[src/rtl/cnn1d_pkg.sv]
// rtl/cnn1d_pkg.sv - shared types and helpers for the 1-D CNN classifier datapath
package cnn1d_pkg;

   // Sequencing states of the argmax classifier stage
   typedef enum logic [1:0] {
      ARGMAX_IDLE,
      ARGMAX_SCAN,
      ARGMAX_DONE
   } argmax_state_t;

   // Ceiling log2; returns 0 for values of 0 or 1
   function automatic int clog2(input int value);
      int result;
      result = 0;
      for (int v = value - 1; v > 0; v = v >> 1) begin
         result = result + 1;
      end
      return result;
   endfunction

   // Width of an index into a table of n entries, never narrower than one bit
   function automatic int idx_width(input int n);
      return (clog2(n) < 1) ? 1 : clog2(n);
   endfunction

endpackage : cnn1d_pkg

[src/rtl/neuron_argmax.sv]
// rtl/neuron_argmax.sv - sequential signed argmax over one neuron-layer output vector (optional ARGMAX_MARGIN_EN)
module neuron_argmax
   import cnn1d_pkg::*;
#(
   parameter int DATA_WIDTH  = 32,
   parameter int NUM_NEURONS = 32,
   parameter int FRACTION    = 24,
   localparam int IDX_W      = idx_width(NUM_NEURONS)
) (
   input  logic                  clk,
   input  logic                  rst,
   output logic                  argmax_ready_in,
   input  logic [NUM_NEURONS-1:0] argmax_valid_in,
   input  logic [DATA_WIDTH-1:0] argmax_data_in [0:NUM_NEURONS-1],
   input  logic                  argmax_ready_out,
   output logic                  argmax_valid_out,
   output logic [IDX_W-1:0]      argmax_index_out,
`ifdef ARGMAX_MARGIN_EN
   output logic [DATA_WIDTH-1:0] argmax_margin_out,
`endif
   output logic [DATA_WIDTH-1:0] argmax_data_out
);

   localparam logic [IDX_W-1:0]      LAST_IDX = IDX_W'(NUM_NEURONS - 1);
   localparam logic [IDX_W-1:0]      ONE_IDX  = IDX_W'(1);
   localparam logic [DATA_WIDTH-1:0] MAX_POS  = {1'b0, {(DATA_WIDTH-1){1'b1}}};
   localparam logic [DATA_WIDTH-1:0] MIN_NEG  = {1'b1, {(DATA_WIDTH-1){1'b0}}};

   // Parameter sanity: the fraction point must lie inside the word, and there must be a class
   if (FRACTION < 0 || FRACTION >= DATA_WIDTH) begin : g_bad_fraction
      $error("neuron_argmax: FRACTION must be in [0, DATA_WIDTH)");
   end
   if (NUM_NEURONS < 1) begin : g_bad_count
      $error("neuron_argmax: NUM_NEURONS must be at least 1");
   end

   argmax_state_t          state_q, state_d;
   logic                   ready_q, ready_d;
   logic                   valid_q, valid_d;
   logic [IDX_W-1:0]       cnt_q, cnt_d;
   logic [DATA_WIDTH-1:0]  cap_q [0:NUM_NEURONS-1];
   logic [DATA_WIDTH-1:0]  cap_d [0:NUM_NEURONS-1];
   logic [DATA_WIDTH-1:0]  best_q, best_d;
   logic [IDX_W-1:0]       best_idx_q, best_idx_d;
   logic [IDX_W-1:0]       index_q, index_d;
   logic [DATA_WIDTH-1:0]  data_q, data_d;
`ifdef ARGMAX_MARGIN_EN
   logic [DATA_WIDTH-1:0]  second_q, second_d;
   logic [DATA_WIDTH-1:0]  margin_q, margin_d;
   logic [DATA_WIDTH:0]    margin_diff;
`endif

   logic                   accept;
   logic [DATA_WIDTH-1:0]  cur;

   assign accept = ready_q && (&argmax_valid_in);
   assign cur    = cap_q[cnt_q];

   // Next-state, capture, running compare and result latch
   always_comb begin
      state_d    = state_q;
      ready_d    = ready_q;
      valid_d    = valid_q;
      cnt_d      = cnt_q;
      cap_d      = cap_q;
      best_d     = best_q;
      best_idx_d = best_idx_q;
      index_d    = index_q;
      data_d     = data_q;
`ifdef ARGMAX_MARGIN_EN
      second_d    = second_q;
      margin_d    = margin_q;
      margin_diff = {best_q[DATA_WIDTH-1], best_q} - {second_q[DATA_WIDTH-1], second_q};
`endif
      case (state_q)
         ARGMAX_IDLE: begin
            // ready only rises from the first edge after reset release
            ready_d = 1'b1;
            if (accept) begin
               cap_d      = argmax_data_in;
               best_d     = argmax_data_in[0];
               best_idx_d = '0;
               cnt_d      = ONE_IDX;
               ready_d    = 1'b0;
`ifdef ARGMAX_MARGIN_EN
               second_d   = MIN_NEG;
`endif
               state_d    = (NUM_NEURONS == 1) ? ARGMAX_DONE : ARGMAX_SCAN;
            end
         end
         ARGMAX_SCAN: begin
            // strict compare: an equal value never displaces a lower index
            if ($signed(cur) > $signed(best_q)) begin
               best_d     = cur;
               best_idx_d = cnt_q;
`ifdef ARGMAX_MARGIN_EN
               second_d   = best_q;
`endif
            end
`ifdef ARGMAX_MARGIN_EN
            else if ($signed(cur) > $signed(second_q)) begin
               second_d = cur;
            end
`endif
            cnt_d = cnt_q + ONE_IDX;
            if (cnt_q == LAST_IDX) begin
               state_d = ARGMAX_DONE;
            end
         end
         ARGMAX_DONE: begin
            if (!valid_q) begin
               // first DONE cycle publishes the result registers
               valid_d = 1'b1;
               index_d = best_idx_q;
               data_d  = best_q;
`ifdef ARGMAX_MARGIN_EN
               // best >= second, so the difference is non-negative; bit DW-1 set means it overflowed
               margin_d = margin_diff[DATA_WIDTH-1] ? MAX_POS : margin_diff[DATA_WIDTH-1:0];
`endif
            end else if (argmax_ready_out) begin
               valid_d = 1'b0;
               ready_d = 1'b1;
               state_d = ARGMAX_IDLE;
            end
         end
         default: begin
            state_d = ARGMAX_IDLE;
            ready_d = 1'b0;
            valid_d = 1'b0;
         end
      endcase
   end

   // State and datapath registers, cleared asynchronously
   always_ff @(posedge clk or negedge rst) begin
      if (!rst) begin
         state_q    <= ARGMAX_IDLE;
         ready_q    <= 1'b0;
         valid_q    <= 1'b0;
         cnt_q      <= '0;
         for (int i = 0; i < NUM_NEURONS; i++) begin
            cap_q[i] <= '0;
         end
         best_q     <= '0;
         best_idx_q <= '0;
         index_q    <= '0;
         data_q     <= '0;
`ifdef ARGMAX_MARGIN_EN
         second_q   <= '0;
         margin_q   <= '0;
`endif
      end else begin
         state_q    <= state_d;
         ready_q    <= ready_d;
         valid_q    <= valid_d;
         cnt_q      <= cnt_d;
         cap_q      <= cap_d;
         best_q     <= best_d;
         best_idx_q <= best_idx_d;
         index_q    <= index_d;
         data_q     <= data_d;
`ifdef ARGMAX_MARGIN_EN
         second_q   <= second_d;
         margin_q   <= margin_d;
`endif
      end
   end

   assign argmax_ready_in   = ready_q;
   assign argmax_valid_out  = valid_q;
   assign argmax_index_out  = index_q;
   assign argmax_data_out   = data_q;
`ifdef ARGMAX_MARGIN_EN
   assign argmax_margin_out = margin_q;
`endif

endmodule : neuron_argmax

[config.mk]
export PLATFORM = sky130hd
export DESIGN_NAME = neuron_argmax
export DESIGN_NICKNAME = d
export VERILOG_FILES = /design/src/rtl/cnn1d_pkg.sv /design/src/rtl/neuron_argmax.sv
export SDC_FILE = /design/constraint.sdc
export NUM_CORES = 2
export LEC_CHECK = 0
export CORE_AREA = 2 2 423 425
export DETAILED_ROUTE_END_ITERATION = 7
export DIE_AREA = 0 0 425 427
export PLACE_DENSITY_LB_ADDON = 0.05
export SYNTH_ARGS = -nofsm -noshare
export SYNTH_HDL_FRONTEND = slang
export SYNTH_SLANG_ARGS = --single-unit
export TNS_END_PERCENT = 100
[constraint.sdc]
create_clock -name clk -period 13.07 [get_ports clk]
set_input_delay 2.614 -clock clk [delete_from_list [all_inputs] [get_ports clk]]
set_output_delay 2.614 -clock clk [all_outputs]
set_load 0.02 [all_outputs]
==> metrics.md <==
| Metric | Value |
|---|---|
| Outcome | finished, final reports clean |
| Worst-path fanout max | 50 |
| Critical path origin | cnt_q[0] |
| Fraction of registers with async set/reset | 100.0% |
| Yosys top cell area share | 54.73% |
| Post-cts gate resize count | 0 |
| Post-synth top cells | nand2_1 (3117), dfrtp_1 (1107), mux4_2 (288), clkbuf_1 (225), mux2_2 (102) |
| Post-Synthesis Cells | 5229 |
| Initial Util | 28.56% |
| Worst-Skew Late Latency | 0.77 ns |
| Final setup vio count | 0 |
| Worst hold start | cap_q[41] |
| Vias per Instance | 4.784 |
| Die area | 181500 sq um |
| Layout cells sized above 1 | 10.54% |
| Slew @ Worst Pin | 1.260 ns |
| Crit share post-route | 55.00% |
| Total of max-cap violations | 0 |
| Area grow syn2layout | 35.01% |
| Placed cell areas | 63710 sq um |
| CTS buffer count | 140 |
| Worst Reg-to-Reg Cells | 15 |
| Global-route wire length before repair | 329000 microns |
| FILL cells | 18100 |
| Flops & latches, synth | 1107 |
| Clk buf depth | 3 |
| Initial antenna violation count | 138 |
| Dpl hpwl | 179100 microns |
| Via count | 41570 |
| PD cells | 115.8 nW/um^2 |
| Area contributors post-synth | dfrtp_1 (55%), nand2_1 (23%), mux4_2 (13%) |
| Crit-path cells | buf_12 -> buf_4 -> mux4_2 -> mux4_2 -> o21a_1 -> ha_1 -> a21oi_1 -> o21ai_1 -> o21bai_1 -> a2111oi_0 -> nand3_1 -> xor2_1 -> o21ai_4 -> buf_4 -> mux2_2 |
| Hold Path Class | reg -> reg |
| Vias in the first global route | 42670 |
| Drc violations | 0 |
| Crit path arrival time | 7.81 ns |
| Setup repair bufs after CTS | 0 |
| Ys Warns | 0 |
| Fin. max-slew vios | 0 |
| Final antenna-violating net count | 0 |
| Nets | 7282 |
| Register area share after synthesis | 54.73% |
| GPL Wtd Cong | 0.8730 |
| CTS Sinks | 1107 |
| Grt ovf | 0 |
| Clock-pin slew on the worst setup and hold paths | 0.06 ns |
| Pin count of the biggest net entering global routing | 202 |
| Startpoint Class | register |
| Horiz. Die Dim | 425 microns |
| Count leader, synth | nand2_1 |
| Total GRT Usage | 25.59% |
| Slew headroom | 16.03% |
| Fin area | 68340 sq um |
| Detailed Route Iter0 Violations | 3366 |
| Setup TNS | 0 ns |
| Top_reg_cell synth | dfrtp_1 |
| CP endpoint kind | register |
| Slowest CP cell | a2111oi_0 |
| Worst hold path cell count | 2 |
| Cts hold-fix bufs | 0 |
| EDFF count, synth | 0 |
| CTS tree | yes |
| Yosys cell types | 42 |
| Syn nets | 6322 |
| Top Ports | 1098 |
| Fin. Hold Viols | 0 |
| RR Startpoint | cnt_q[0] |
| Slowest stage delay, CP | 0.88 ns |
| IO buf count | 1097 |
| Core Area | 177300 sq um |
| Wirelength, routed | 235300 microns |
| Clk_skew | 0.03851 ns |
| CP required | 13.69 ns |
| Row Count | 155 |
| Clk root buf | clkbuf_16 |
| Pleak | 33.38 nW |
| Wire per inst | 27.08 microns |
| Setup CP Type | reg -> reg |
| RSZ-0062 raised after global routing | false |
| Area leader, netlist | dfrtp_1 |
| Min cycle time layout | 7.188 ns |
| Avg Cell Area, Syn | 9.680 sq um |
| Fmax | 0.1391 GHz |
| Die H | 427 microns |
| Drt pass-1 iters | 7 |
| H-tree Lvls | 4 |
| VDD IR-drop max | 0.08792 mV |
| Synth Cell Area | 50620 sq um |
## worst max-delay path, delay by kind of cell (launching register included)
kind                       cells  cell delay, ns
AOI/OAI and AO/OA              6            2.09
xor gates and xnor gates       1            0.22
adders and majority gates      1            0.29
buffers and inverters          3            1.59
DFF                            1            0.82
muxes                          3            1.59
and+or+nand+nor                1            0.20
## placed cells by master (no fill, tap or decap), types with 3 or more instances in the layout
| cell type | n |
|---|---|
| mux2_2 | 102 |
| nand4_1 | 14 |
| diode_2 | 43 |
| dfrtp_4 | 3 |
| inv_6 | 7 |
| nand2b_1 | 32 |
| bufinv_16 | 3 |
| clkbuf_16 | 143 |
| o21ai_0 | 6 |
| nor2_1 | 5 |
| a21boi_0 | 3 |
| ha_1 | 34 |
| clkbuf_1 | 33 |
| mux2i_1 | 37 |
| mux4_2 | 288 |
| a21oi_1 | 16 |
| nand3_1 | 8 |
| inv_1 | 38 |
| clkdlybuf4s50_1 | 1096 |
| clkbuf_8 | 33 |
| o21ai_1 | 4 |
| clkinv_8 | 3 |
| a32oi_1 | 31 |
| dfrtp_1 | 1102 |
| o21a_1 | 33 |
| clkinv_2 | 19 |
| nand2_1 | 3117 |
| buf_12 | 14 |
| buf_4 | 35 |
## state kept, by name, summed over array words and instances, names as in the netlist
register,flops
cap_q,1024
argmax_index_out,5
state_q,2
cnt_q,5
best_q,32
best_idx_q,5
argmax_data_out,32
argmax_valid_out,1
argmax_ready_in,1
## where the power goes
part	switching (mW)	internal, mW
Sequential	0.0245	3.45
Combinational	0.237	0.339
Clock	1.60	2.26
## per-stage QoR
step	cells	util, %	hold slack (ns)	setup WS [ns]	power (mW)
floorplan	5229	-	0.4334	8.316	3.586
global placement	8402	35.94	0.4431	5.738	4.126
detailed placement	8402	35.94	0.4500	5.801	4.122
CTS	8646	38.49	0.4624	5.737	8.031
global route	8682	38.54	0.4790	5.357	8.179
finish	8689	38.55	0.4574	5.882	7.915
## kinds of logic (layout without fill, tap and decap cells)
family	count (synthesis)	after routing	synth area share, %
multiplexers	428	428	15.84
buffers and inverters	366	1428	3.105
AO/OA/AOI/OAI	102	102	1.486
AND/OR/NAND/NOR	3190	3190	23.97
flip-flops	1107	1107	54.73
XOR/XNOR	2	2	0.03461
other	0	43	0
adder cells (fa/ha/maj)	34	34	0.8405
## worst paths after layout
| kind | end | slack, ns |
|---|---|---|
| max | best_q[10] | 5.88 |
| min | cap_q[41] | 0.46 |
| max reg2reg | best_q[10] | 5.88 |
| min reg2reg | cap_q[41] | 0.46 |
| max in group asynchronous | cap_q[690] | 8.92 |
| min in group asynchronous | cap_q[363] | 1.86 |
## area by class of cell
class | count | area [sq um] | share of cell area (%)
flip-flops and latches | 1107 | 27720 | 40.56
clock inverters | 35 | 365.4 | 0.5346
well taps | 2355 | 2947 | 4.312
multi-input cells | 3756 | 21370 | 31.28
clock buffers | 209 | 4156 | 6.082
repair buffers | 1146 | 11530 | 16.87
diodes | 43 | 107.6 | 0.1575
inverters | 38 | 142.6 | 0.2087
## per-layer routing
metal	share of wire [%]	GRT usage, %	vias up
met4	3.3	9.025	32
met1	42	32.96	21110
li1	-	-	18810
met2	50	43.26	1212
met5	0.084	0	-
met3	4.9	4.392	404
No activity file was read; power rests on OpenSTA's default activity.
